[src/rtl/sync_nt_fifo_pkg.sv]
// Shared sizing helpers for the banked synchronous FIFO.
// Every function is a constant function, so it can size ports and parameters at elaboration.
package sync_nt_fifo_pkg;

   function automatic int calc_count_width(input int depth);
      return $clog2(depth) + 1;
   endfunction

   function automatic int calc_bank_depth(input int depth, input int banks);
      return depth / banks;
   endfunction

   // A single-entry bank or a single bank still needs a 1-bit index signal
   function automatic int calc_index_width(input int n);
      return (n > 1) ? $clog2(n) : 1;
   endfunction

   function automatic bit is_pow2(input int value);
      return (value > 0) && ((value & (value - 1)) == 0);
   endfunction

endpackage

[src/rtl/sync_nt_fifo_bank.sv]
// One interleaved storage bank: a register array with its own write and read pointers.
// rdata always presents the word at the read pointer, which gives first-word-fall-through.
module sync_nt_fifo_bank
   import sync_nt_fifo_pkg::*;
#(
   parameter int DATA_WIDTH = 8,
   parameter int BANK_DEPTH = 4
) (
   input  logic                  clk,
   input  logic                  rstn,
   input  logic                  clear,
   input  logic                  we,
   input  logic [DATA_WIDTH-1:0] wdata,
   input  logic                  re,
   output logic [DATA_WIDTH-1:0] rdata
);

   localparam int PTR_W = calc_index_width(BANK_DEPTH);
   localparam logic [PTR_W-1:0] PTR_LAST = PTR_W'(BANK_DEPTH - 1);

   logic [DATA_WIDTH-1:0] mem [BANK_DEPTH];
   logic [PTR_W-1:0]      wr_ptr;
   logic [PTR_W-1:0]      rd_ptr;

   // Clear rewinds only the pointers; the stale words behind them are never observable
   always_ff @(posedge clk) begin
      if (!rstn) begin
         wr_ptr <= '0;
         rd_ptr <= '0;
         for (int i = 0; i < BANK_DEPTH; i++) begin
            mem[i] <= '0;
         end
      end else if (clear) begin
         wr_ptr <= '0;
         rd_ptr <= '0;
      end else begin
         if (we) begin
            mem[wr_ptr] <= wdata;
            wr_ptr      <= (wr_ptr == PTR_LAST) ? '0 : wr_ptr + 1'b1;
         end
         if (re) begin
            rd_ptr <= (rd_ptr == PTR_LAST) ? '0 : rd_ptr + 1'b1;
         end
      end
   end

   assign rdata = mem[rd_ptr];

endmodule

[src/rtl/sync_nt_fifo.sv]
// Synchronous FIFO with NUM_BANKS round-robin interleaved banks, valid/ready ports and occupancy flags.
// Define SYNC_NT_FIFO_HWM_EN to add the max_count high-water-mark output.
module sync_nt_fifo
   import sync_nt_fifo_pkg::*;
#(
   parameter int DATA_WIDTH = 8,
   parameter int FIFO_DEPTH = 8,
   parameter int NUM_BANKS  = 2,
   parameter int AFULL_TH   = FIFO_DEPTH - 1,
   parameter int AEMPTY_TH  = 1
) (
   input  logic                                      clk,
   input  logic                                      rstn,
   input  logic [DATA_WIDTH-1:0]                     in_data,
   input  logic                                      in_valid,
   output logic                                      in_ready,
   output logic [DATA_WIDTH-1:0]                     out_data,
   output logic                                      out_valid,
   input  logic                                      out_ready,
   input  logic                                      clear,
   output logic [calc_count_width(FIFO_DEPTH)-1:0]   count,
`ifdef SYNC_NT_FIFO_HWM_EN
   output logic [calc_count_width(FIFO_DEPTH)-1:0]   max_count,
`endif
   output logic                                      almost_full,
   output logic                                      almost_empty
);

   localparam int CNT_W      = calc_count_width(FIFO_DEPTH);
   localparam int BANK_DEPTH = calc_bank_depth(FIFO_DEPTH, NUM_BANKS);
   localparam int SEL_W      = calc_index_width(NUM_BANKS);

   localparam logic [CNT_W-1:0] CNT_FULL  = CNT_W'(FIFO_DEPTH);
   localparam logic [CNT_W-1:0] CNT_AFULL = CNT_W'(AFULL_TH);
   localparam logic [CNT_W-1:0] CNT_AEMPT = CNT_W'(AEMPTY_TH);
   localparam logic [SEL_W-1:0] SEL_LAST  = SEL_W'(NUM_BANKS - 1);

   if (!is_pow2(FIFO_DEPTH)) begin : g_bad_depth
      $error("sync_nt_fifo: FIFO_DEPTH must be a power of 2");
   end
   if (!is_pow2(NUM_BANKS)) begin : g_bad_banks
      $error("sync_nt_fifo: NUM_BANKS must be a power of 2");
   end
   if (FIFO_DEPTH < NUM_BANKS) begin : g_bad_ratio
      $error("sync_nt_fifo: FIFO_DEPTH must be at least NUM_BANKS");
   end

   logic                  push;
   logic                  pop;
   logic [SEL_W-1:0]      wr_sel;
   logic [SEL_W-1:0]      rd_sel;
   logic [CNT_W-1:0]      next_count;
   logic [DATA_WIDTH-1:0] bank_rdata [NUM_BANKS];

   assign in_ready     = (count != CNT_FULL);
   assign out_valid    = (count != '0);
   assign push         = in_valid && in_ready;
   assign pop          = out_valid && out_ready;
   assign almost_full  = (count >= CNT_AFULL);
   assign almost_empty = (count <= CNT_AEMPT);
   assign out_data     = bank_rdata[rd_sel];

   always_comb begin
      next_count = count;
      case ({push, pop})
         2'b10:   next_count = count + 1'b1;
         2'b01:   next_count = count - 1'b1;
         default: next_count = count;
      endcase
   end

   // Bank selects rotate independently, so global order is the interleave of per-bank order
   always_ff @(posedge clk) begin
      if (!rstn || clear) begin
         wr_sel <= '0;
         rd_sel <= '0;
         count  <= '0;
      end else begin
         if (push) begin
            wr_sel <= (wr_sel == SEL_LAST) ? '0 : wr_sel + 1'b1;
         end
         if (pop) begin
            rd_sel <= (rd_sel == SEL_LAST) ? '0 : rd_sel + 1'b1;
         end
         count <= next_count;
      end
   end

`ifdef SYNC_NT_FIFO_HWM_EN
   always_ff @(posedge clk) begin
      if (!rstn || clear) begin
         max_count <= '0;
      end else if (next_count > max_count) begin
         max_count <= next_count;
      end
   end
`endif

   for (genvar b = 0; b < NUM_BANKS; b++) begin : g_bank
      sync_nt_fifo_bank #(
         .DATA_WIDTH(DATA_WIDTH),
         .BANK_DEPTH(BANK_DEPTH)
      ) u_bank (
         .clk   (clk),
         .rstn  (rstn),
         .clear (clear),
         .we    (push && (wr_sel == SEL_W'(b))),
         .wdata (in_data),
         .re    (pop && (rd_sel == SEL_W'(b))),
         .rdata (bank_rdata[b])
      );
   end

endmodule
[config.mk]
export PLATFORM = sky130hd
export DESIGN_NAME = sync_nt_fifo
export DESIGN_NICKNAME = d
export VERILOG_FILES = /design/src/rtl/sync_nt_fifo_pkg.sv /design/src/rtl/sync_nt_fifo_bank.sv /design/src/rtl/sync_nt_fifo.sv
export SDC_FILE = /design/constraint.sdc
export NUM_CORES = 1
export LEC_CHECK = 0
export BUFFER_PORTS_ARGS = -buffer_cell sky130_fd_sc_hd__buf_2
export CORE_MARGIN = 5
export CORE_UTILIZATION = 50
export DETAILED_ROUTE_END_ITERATION = 8
export GPL_TIMING_DRIVEN = 0
export PLACE_DENSITY_LB_ADDON = 0.12
export RECOVER_POWER = 100
export SLEW_MARGIN = 20
export SYNTH_ARGS = -nofsm -noshare
export SYNTH_HDL_FRONTEND = slang
export SYNTH_HIERARCHICAL = 1
export SYNTH_SLANG_ARGS = --single-unit
export TNS_END_PERCENT = 30
[constraint.sdc]
create_clock -name clk -period 2.8 [get_ports clk]
set_input_delay 0.28 -clock clk [delete_from_list [all_inputs] [get_ports clk]]
set_output_delay 0.28 -clock clk [all_outputs]
set_load 0.05 [all_outputs]
After elaboration in Yosys (flattened, before gate mapping)
Memory sizes are Yosys's and may differ from the RTL's. A register that Yosys moved wholly into a read port is not among the register bits.
Cells that the tools add are included.
Word-level totals
  register bits: 14
  RAM bits: 64
  input port bits: 13
  output and inout bits: 16
  word-level logic and storage cells: 73
  memories: 2
Memories
  g_bank[0].u_bank.mem: words 4, bits a word 8, rd ports 1, clocked after Yosys merged registers in 1, wr ports 4, RTL line sync_nt_fifo_bank.sv:21  | logic [DATA_WIDTH-1:0] mem [BANK_DEPTH];
  g_bank[1].u_bank.mem: words 4, bits a word 8, rd ports 1, clocked after Yosys merged registers in 1, wr ports 4, RTL line sync_nt_fifo_bank.sv:21
Cells by class
  add/sub/neg operators: 8
  $lt $le $gt $ge: 3
  eq/ne operators: 7
  muxes and demuxes: 29
  bitwise gates (word level): 4
  reduce and logical (&&, ||, !) cells: 13
Operators with widths (number)
  two-way mux 8 bit: 5
  two-way mux 2 bit: 10
  OR reduction 8 bit: 2
  two-way mux 1 bit: 13
  equality test 2 bit (second input constant): 5
  adder 2 x 1 -> 2 bit (second input constant): 4
  one-hot mux 4 bit (2 select lines): 1
  logical AND 1 bit: 6
  adder 4 x 1 -> 4 bit (second input constant): 1
  greater-or-equal comparator 4 x 3 -> 1 bit (second input constant): 1
  <= comparator 4 x 1 -> 1 bit (second input constant): 1
  != test 4 bit (second input constant): 1
  nonzero test 4 bit: 1
  subtractor 4 x 1 -> 4 bit (second input constant): 1
  inverter 1 bit: 3
  adder 1 bit (second input constant): 2
  equality test 2 x 1 -> 1 bit (second input constant): 1
  greater-or-equal comparator 2 bit (second input constant): 1
  inverter 1 -> 2 bit: 1
  nonzero test 2 bit: 1
  OR reduction 2 bit: 1
  zero test 1 bit: 1
  logical OR 1 bit: 1

Logic depth before layout (Yosys ltp)
Gate-level depths: netlist of the first run.
  depth in word-level cells: 9
  depth in mapped cells: 8
  gate-level depth less buffers: 8

By module
Netlist of the first run, hierarchy kept.
Modules (own cells, without submodules)
  sync_nt_fifo_bank: times used 2, cells an instance 115, area an instance 1605.3 um^2
  sync_nt_fifo: times used 1, cells an instance 57, area an instance 504.2 um^2

Worst setup path after synthesis of the first run
Ideal clock, no wire load.
  kind: register to register
  from: reg count[0]
  to: mem g_bank[1].u_bank.mem[0][0], enable pin
  setup time: 0.329 ns
  arrival time: 2.709 ns
  required time: 2.471 ns
  setup slack: -0.238 ns
  stages on the path, launching flop included: 8
  buffers on the path: 1
  clock period less this slack: 3.038 ns
  path through: dfxtp_1 -> inv_1 -> ha_1 -> nand3b_1 -> and3_1 -> or4b_1 -> buf_2 -> nand2_1
RTL lines
  start: declaration: RTL line sync_nt_fifo.sv:21  | output logic [calc_count_width(FIFO_DEPTH)-1:0] count,
  start signal: assignment: RTL line sync_nt_fifo.sv:85  | count <= next_count;
  end: declaration: RTL line sync_nt_fifo_bank.sv:21

==> run metrics, run 1 <==
status finished clean; xor and xnor area share after synthesis 0.004715; CTS max path bufs 2; reg2reg start count[0]$_SDFFE_PP0P_; period utilization 0.9131; via count 2,283; Post-CTS Setup Bufs 0; fin nets 348; clock slew at reported path FFs 80 ps; Yosys top cell by area edfxtp_1; n_diodes 0; Tightest Pin Transition 647.8 ps; Avg Vias per Cell 5.309; total core area 7253 um^2; First-pass DRT Iterations 4; CTS Sinks 82; clk_lat worst skew 340 ps; critical path endpoint category flip-flop; slowest cell on the critical path or4b_1; initial antenna violation count 0; Fin. Hold Viols 0; Setup-failing EPs final 0; Main synth FF type edfxtp_1; Placer Congestion 0.7386; die width 96.20 um; CTS Hold Bufs 0; GRT Total Usage 0.1802; synth warn 6; mux cell area share after synthesis 0.1378; Worst Setup Path Type reg -> reg; Netlist Area Pre-Place 3715 um^2; largest net degree at the start of global routing 15; CP startpoint count[0]$_SDFFE_PP0P_; CTS Root Cell clkbuf_8; CTS buffer count 9; post_cts resized 0; top cells by area, synth edfxtp_1 52%, dfxtp_1 9.7%, mux4_2 9.7%, nor2_1 7.2%, ha_1 3.0%; total wire length 7445 um; Reg2Reg Setup Slack 240 ps; most frequent cells in the layout 73 x nor2_1, 64 x edfxtp_1, 27 x nand2_1; R2R depth 7; cells after synthesis 287; largest family of logic cells by synthesized area simple AND/OR/NAND/NOR gates; RSZ-0062 raised after global routing no; clock skew 9.892 ps; placed cells 414; Starting Density 0.5122; Layout area overhead 11.42%; post-synthesis simple-gate area fraction 0.1718; commonest non-fill, non-tap cell in the layout nor2_1; asr flop ratio synth 0; Slew HR 0.5700; EDFF count, synth 64; CP required 2800 ps; total die area 9253 um^2; fin cells 430; crit path to g_bank[1].u_bank/mem[0][4]$_SDFFCE_PN0P_; routed len/inst 17.31 um; fraction of layout cells with a size suffix above 1 0.1934; Max-Cap Viols 0; Die H 96.20 um; global-route wire length before repair 12,030 um; Arr. time, crit path 2560 ps; CP Max Fanout 9; post-synthesis register bit count 82; number of cell rows 31; max incr delay on CP 450 ps; Peak VDD IR 0.0002693 V; syn nets 309; DP Wirelength 5137 um; Final Max Slew Viols 0; worst hold path class in -> reg; crit path time final 2557 ps; port buffer count 28; post-synthesis adder-cell area fraction 0.03031; DRC violations left 0; number of distinct library cells after synthesis 31; Leak 1.507 nW; Peak Freq 0.3911 GHz; top cell type's share of synthesized area 0.5173; setup TNS 0 ps; GRT overflow 0; Avg Cell Area, Syn 12.94 um^2; Worst Setup Start Kind flip-flop; Final ANT Viol Nets 0; Filler Cell Count 629; reg2reg end g_bank[1].u_bank/mem[0][4]$_SDFFCE_PN0P_; Cell Chain, Critical Path inv_1 > ha_1 > nand3b_1 > and3_1 > or4b_1 > buf_2 > nand2_1; H-tree Lvls 3; number of global-route vias before repair 2,376; # IOs 29; CTS tree done; initial drt markers 172; cell area power density 582.0 nW/um^2; sequential fraction of the synthesis area 0.6143; post-synthesis compound-gate area fraction 0.01954
## metrics by stage
step	hold WS (ps)	cell area (um^2)	setup WS, ps	power [mW]	utilization
after floorplan	463.6	3719	10.07	1.587	-
after global placement	495.2	3983	321.3	1.660	0.5491
after detailed placement	508.6	3983	252.1	1.665	0.5491
after CTS	246.1	4164	227.5	2.439	0.5741
after global routing	281.4	4139	27.83	2.511	0.5706
final	264.6	4139	243.2	2.409	0.5706
## worst min path at each step
stage	slack, ps	endpoint	startpoint	cells after the start
finish	260	wr_sel$_SDFFE_PP0N_	in_valid	3
global route	280	wr_sel$_SDFFE_PP0N_	in_valid	3
CTS	250	rd_sel$_SDFFE_PP0N_	out_ready	3
detailed placement	510	flip-flop	g_bank[1].u_bank/rd_ptr[0]$_SDFFE_PP0P_	2
global placement	500	g_bank[1].u_bank/rd_ptr[0]$_SDFFE_PP0P_	g_bank[1].u_bank/rd_ptr[0]$_SDFFE_PP0P_	2
floorplan	460	wr_sel$_SDFFE_PP0N_	in_valid	2
## cell type report
| class | count | area, um^2 | area share |
|---|---|---|---|
| Buffer | 15 | 61.31 | 0.01481 |
| Clock buffer | 11 | 152.6 | 0.03688 |
| Clock inverter | 5 | 28.78 | 0.006953 |
| Inverter | 5 | 18.77 | 0.004534 |
| Multi-Input combinational cell | 185 | 1348 | 0.3256 |
| Sequential cell | 82 | 2285 | 0.5520 |
| Tap cell | 99 | 123.9 | 0.02993 |
| Timing Repair Buffer | 28 | 121.4 | 0.02932 |
## Yosys cell counts, types with 5 or more instances
library cell / count
a21oi_1: 8
clkbuf_1: 7
dfxtp_1: 18
edfxtp_1: 64
ha_1: 9
inv_1: 5
mux2_2: 8
mux2i_1: 5
mux4_2: 16
nand2_1: 27
nand2b_1: 7
nor2_1: 71
## critical path, delay by kind of cell, from the launching register on
family | cells | cell delay (ps)
adders and majority gates | 1 | 220
buffers and inverters | 2 | 280
DFF | 1 | 400
and+or+nand+nor | 4 | 1310
## cells by family (layout without fill, tap and decap cells)
family                     count (synthesis)  in the layout
and+or+nand+nor                          132            132
DFF                                       82             82
muxes                                     30             30
buffers and inverters                     20             64
AOI/OAI and AO/OA                         12             12
adders and majority gates                  9              9
xor gates and xnor gates                   2              2
## routing by layer
layer | track usage | wire, um
met4 | 0.06398 | 88
met2 | 0.2858 | 3577
met1 | 0.2342 | 3186
met5 | 0 | 0
met3 | 0.05473 | 593
## registers in the layout, summed over array words and instances (netlist names), named ones only
register and count:
count 4, rd_sel 1, g_bank.u_bank/mem 64, g_bank.u_bank/wr_ptr 4, g_bank.u_bank/rd_ptr 4, wr_sel 1
## power by group
part | internal (mW) | switching (mW) | leakage [nW]
Clock | 0.370 | 0.410 | 0.0879
Sequential | 1.35 | 0.0164 | 0.812
Combinational | 0.0774 | 0.181 | 0.607
Total | 1.80 | 0.607 | 1.51
Power figures use the tool's default switching activity.
==> inputs of run 2 (changes only) <==
- SYNTH_HIERARCHICAL: 1 -> default
==> run metrics, run 2 <==
CP Max Fanout 10; Starting Density 0.5106; Fin. Hold Viols 0; status finished clean; Filler Cell Count 666; PnR Total Power 2.419 mW; asr flop ratio synth 0; n_diodes 0; global-route wire length before repair 13,110 um; CTS buffer count 9; number of global-route vias before repair 2,469; Reg area 2282 um^2; syn nets 320; most frequent cells in the layout 64 x edfxtp_1, 29 x and2_0, 23 x nand2_1, 23 x clkbuf_1, 20 x nor2_1; CTS Root Cell clkbuf_8; worst hold path class in -> reg; post-synthesis register bit count 82; cells after synthesis 299; Slew HR 0.2928; Reg2Reg Setup Slack 200 ps; number of distinct library cells after synthesis 38; Tightest Pin Transition 1051 ps; multi-input logic area 1513 um^2; Worst Setup Path Type reg -> reg; sequential fraction of the synthesis area 0.5844; period utilization 0.9277; Cell Chain, Critical Path inv_1 > ha_1 > and3b_4 > or3_1 > clkbuf_1 > o21ai_1; number of cell rows 32; GRT Total Usage 0.1808; CP delay by family, top compound AO/OA/AOI/OAI gates; Avg Cell Area, Syn 13.06 um^2; Peak Freq 0.3850 GHz; total die area 9678 um^2; clk_lat worst skew 370 ps; CTS Hold Bufs 0; Yosys top cell by area edfxtp_1; Main synth FF type edfxtp_1; Avg Vias per Cell 5.473; routed len/inst 18.33 um; port buffer count 26; fin cells 444; total wire length 8139 um; initial antenna violation count 0; CTS Sinks 82; Arr. time, crit path 2590 ps; total core area 7647 um^2; Leak 1.481 nW; GRT overflow 0; max FFs per register 64; sum of buffers and inverters on the critical path 2; synth cell count leaders 64 x edfxtp_1, 38 x and2_1, 23 x nand2_1; via count 2,430; Peak VDD IR 0.0002399 V; H-tree Lvls 3; top cell type's share of synthesized area 0.4921; slowest cell on the critical path o21ai_1; Final Max Slew Viols 0; initial drt markers 79; Layout area overhead 10.19%; fraction of layout cells with a size suffix above 1 0.1930; Max-Cap Viols 0; critical path endpoint category flip-flop; top cells by area, synth edfxtp_1 49%, dfxtp_1 9.2%, mux4_2 9.2%, and2_1 6.1%, ha_1 2.6%; DRC violations left 0; max incr delay on CP 620 ps; placed cells 428; die width 98.38 um; fin nets 358; DP Wirelength 5777 um; synth warn 0; Worst Setup Start Kind flip-flop; most frequent cell after synthesis edfxtp_1; Placer Congestion 0.7676; Reg with most FFs g_bank.u_bank.mem; post-layout util 0.5627; # IOs 29; Setup-failing EPs final 0; cell area power density 562.1 nW/um^2; CTS tree done; EDFF count, synth 64; crit path time final 2598 ps; RSZ-0062 raised after global routing no; Final ANT Viol Nets 0; clock slew at reported path FFs 90 ps; CP required 2790 ps; clock skew 16.24 ps; CTS max path bufs 2; commonest non-fill, non-tap cell in the layout edfxtp_1; First-pass DRT Iterations 4; largest net degree at the start of global routing 16; Die H 98.38 um; Netlist Area Pre-Place 3905 um^2
==> run 2: changes by cell type after synthesis, moves of 4 or more <==
cell       before  now
a21oi_1         8   12
mux2i_1         5    1
nor3_1          1   12
nand2_1        27   23
nor2_1         71   20
and2_1          1   38
o21ai_0         1   15
o31ai_1         0    5
nand4bb_1       4    0
nand3_1         0    5
or4_1           0    4
==> run 2: final timing paths <==
check | cells after the start | to | from
min | 3 | flip-flop | out_ready
min reg2reg | 2 | g_bank[0].u_bank.rd_ptr[1]$_SDFFE_PP0P_ | g_bank[0].u_bank.rd_ptr[1]$_SDFFE_PP0P_
max reg2reg | 6 | g_bank[1].u_bank.mem[2][7]$_SDFFCE_PN0P_ | count[0]$_SDFFE_PP0P_
max | 6 | g_bank[1].u_bank.mem[2][7]$_SDFFCE_PN0P_ | count[0]$_SDFFE_PP0P_
==> run 2: logic make-up (layout without fill, tap and decap cells) <==
family / count (synthesis) / after routing / synth area share
AO/OA/AOI/OAI: 35 / 35 / 0.05095
adder cells (fa/ha/maj): 8 / 8 / 0.02563
flip-flops: 82 / 82 / 0.5844
multiplexers: 25 / 25 / 0.1179
AND/OR/NAND/NOR: 125 / 125 / 0.1916
XOR/XNOR: 2 / 2 / 0.004487
buffers and inverters: 22 / 65 / 0.02499
==> run 2: worst reg2reg max path: stages (launching register included) <==
cell and delay, ps:
dfxtp_1 460, inv_1 70, ha_1 250, and3b_4 220, or3_1 340, clkbuf_1 260
o21ai_1 620
==> run 2: power breakdown <==
part	internal (mW)	total [mW]	switching, mW
Combinational	0.0772	0.264	0.187
Clock	0.328	0.783	0.454
Sequential	1.35	1.37	0.0184
Total	1.76	2.42	0.660
==> run 2: repair_timing <==
| action | CTS | global route |
|---|---|---|
| endpoints found under the setup margin | 8 | 8 |
| resized for setup | 1 | 1 |
| buffers inserted | 0 | 0 |
| endpoints found under the hold margin | 0 | 0 |
==> run 2: through the flow <==
| step | hold slack (ps) | area [um^2] | setup slack [ps] | setup TNS, ps |
|---|---|---|---|---|
| 3_5_place_dp | 494.1 | 4197 | 10.26 | 0 |
| 2_1_floorplan | 464.1 | 3906 | -49.11 | -392.9 |
| 6_report | 256.9 | 4303 | 202.5 | 0 |
| 4_1_cts | 245.7 | 4372 | 90.27 | 0 |
| 3_3_place_gp | 494.9 | 4164 | -307.9 | -2960 |
| 5_1_grt | 282.8 | 4303 | 4.366 | 0 |
==> run 2: final cells by class <==
type	instances	area share
clock inverters	7	0.01192
plain buffers	15	0.01425
inverters	7	0.006397
repair buffers	27	0.02704
clock buffers	9	0.02879
multi-input cells	195	0.3516
well taps	102	0.02966
flip-flops and latches	82	0.5304
==> run 2: per-layer routing <==
layer | global-route usage | part of all wire | up-vias
li1 | - | - | 1185
met1 | 0.2282 | 0.43 | 1187
met2 | 0.3089 | 0.52 | 46
met3 | 0.04643 | 0.036 | 12
met4 | 0.05042 | 0.017 | 0
met5 | 0 | 0 | -
==> inputs of run 3 (changes only) <==
- BUFFER_PORTS_ARGS: -buffer_cell sky130_fd_sc_hd__buf_2 -> default
- CORE_ASPECT_RATIO: default -> 1.75
- CTS_BUF_LIST: default -> sky130_fd_sc_hd__clkbuf_8
- DONT_BUFFER_PORTS: default -> 1
==> run metrics, run 3 (synthesis results as in run 2) <==
initial antenna violation count 0; Sw Share 0.2485; max FFs per register 64; number of cell rows 42; die width 76.81 um; fraction of layout cells with a size suffix above 1 0.1772; cell area power density 589.2 nW/um^2; final instance area 4235 um^2; Peak Freq 0.3821 GHz; total die area 9747 um^2; GRT Total Usage 0.1902; Setup-failing EPs final 0; initial drt markers 196; multi-input logic area 1533 um^2; global-route wire length before repair 13,770 um; Placer Congestion 0.7792; Final ANT Viol Nets 0; Peak VDD IR 0.0002741 V; CTS buffer count 9; most frequent cells in the layout 64 x edfxtp_1, 31 x and2_0, 23 x nand2_1; clk_lat worst skew 360 ps; CTS Sinks 82; worst hold path class in -> reg; power share of the combinational group 0.092; via count 2,345; P_int 1.875 mW; Tightest Pin Transition 954.4 ps; CP required 2880 ps; RSZ-0062 raised after global routing no; CP Max Fanout 8; routed len/inst 20.89 um; fin nets 332; crit path time final 2617 ps; Worst Setup Path Type reg -> reg; largest net degree at the start of global routing 14; Filler Cell Count 647; Worst Setup Start Kind flip-flop; n_diodes 0; CTS tree done; Starting Density 0.5125; DP Wirelength 6058 um; status finished clean; Leak 1.449 nW; critical path endpoint category flip-flop; Slew HR 0.3594; clock share of power 0.354; GRT overflow 0; Flop pwr share 0.554; Max-Cap Viols 0; Reg with most FFs g_bank.u_bank.mem; clock slew at reported path FFs 90 ps; DRC violations left 0; # IOs 29; Final Max Slew Viols 0; PnR Total Power 2.495 mW; Fin. Hold Viols 0; total core area 7620 um^2; Avg Vias per Cell 5.804; total wire length 8441 um; Arr. time, crit path 2690 ps; fin cells 404; number of global-route vias before repair 2,533; H-tree Lvls 3; Reg area 2286 um^2; P_sw 0.6200 mW; First-pass DRT Iterations 4; Post-DP Area 4054 um^2; Die H 126.9 um; CTS Root Cell clkbuf_8; Post-CTS Setup Bufs 0; clock skew 9.284 ps; port buffer count 0; period utilization 0.9347; Layout area overhead 8.459%; commonest non-fill, non-tap cell in the layout edfxtp_1; placed cells 388; CTS max path bufs 2
[run 3: cell types whose count changed in the layout (fill, tap and decap cells not counted), sizes merged]
cell and change:
clkinv -1, clkbuf -15, inv -2, bufinv +1, buf -9
[run 3: area by class of cell]
type	count	area share
sequential	82	0.5397
multi-input combinational	195	0.3619
clock buffer	11	0.03575
tap	88	0.02600
buffer	15	0.01448
clock inverter	5	0.01241
inverter	7	0.007976
timing repair buffer	1	0.001773
[run 3: power groups by stage]
stage / Clock [mW] / Sequential (mW) / Combinational (mW)
after floorplan: 0 / 1.40 / 0.189
after global placement: 0 / 1.41 / 0.228
after detailed placement: 0 / 1.41 / 0.237
after CTS: 0.889 / 1.38 / 0.241
after global routing: 0.936 / 1.39 / 0.249
final: 0.883 / 1.38 / 0.229
[run 3: metrics by stage]
stage	setup WS (ps)	setup TNS, ps	utilization	hold WS (ps)
6_report	182.9	0	0.5558	110.2
5_1_grt	23.58	0	0.5558	103.5
4_1_cts	57.22	0	0.5626	102.9
3_5_place_dp	-444.6	-12340	0.5320	482.1
3_3_place_gp	-673.6	-29420	0.5271	479.3
2_1_floorplan	-49.11	-392.9	-	464.1
[run 3: path summary, 6_finish.rpt]
check	from	to	slack, ps	cells past startpoint
worst max-delay path	count[1]$_SDFFE_PP0P_	g_bank[0].u_bank.mem[0][6]$_SDFFCE_PN0P_	180	7
worst min-delay path	in_data[5]	g_bank[0].u_bank.mem[2][5]$_SDFFCE_PN0P_	110	1
worst max register to register	count[1]$_SDFFE_PP0P_	g_bank[0].u_bank.mem[0][6]$_SDFFCE_PN0P_	180	7
worst min register to register	g_bank[0].u_bank.rd_ptr[0]$_SDFFE_PP0P_	g_bank[0].u_bank.rd_ptr[0]$_SDFFE_PP0P_	520	2
[run 3: critical path, cell delays in order (launching register included)]
cell and delay (ps):
dfxtp_2 540, inv_1 130, ha_1 240, and3b_4 230, inv_8 130, nand3_1 120, o31ai_1 660, buf_4 280
[run 3: timing repair]
action	4_1_cts	5_1_grt
pin swaps	0	0
endpoints found under the setup margin	64	9
cloned	0	0
hold buffers	0	0
gates resized for setup	8	3
[run 3: routing by layer]
layer / track usage / up-vias / routed length (um)
met2: 0.3415 / 64 / 4725
met5: 0 / - / 0
met4: 0.1133 / 0 / 347
met1: 0.2014 / 1137 / 3037
met3: 0.03759 / 19 / 331
li1: - / 1125 / -
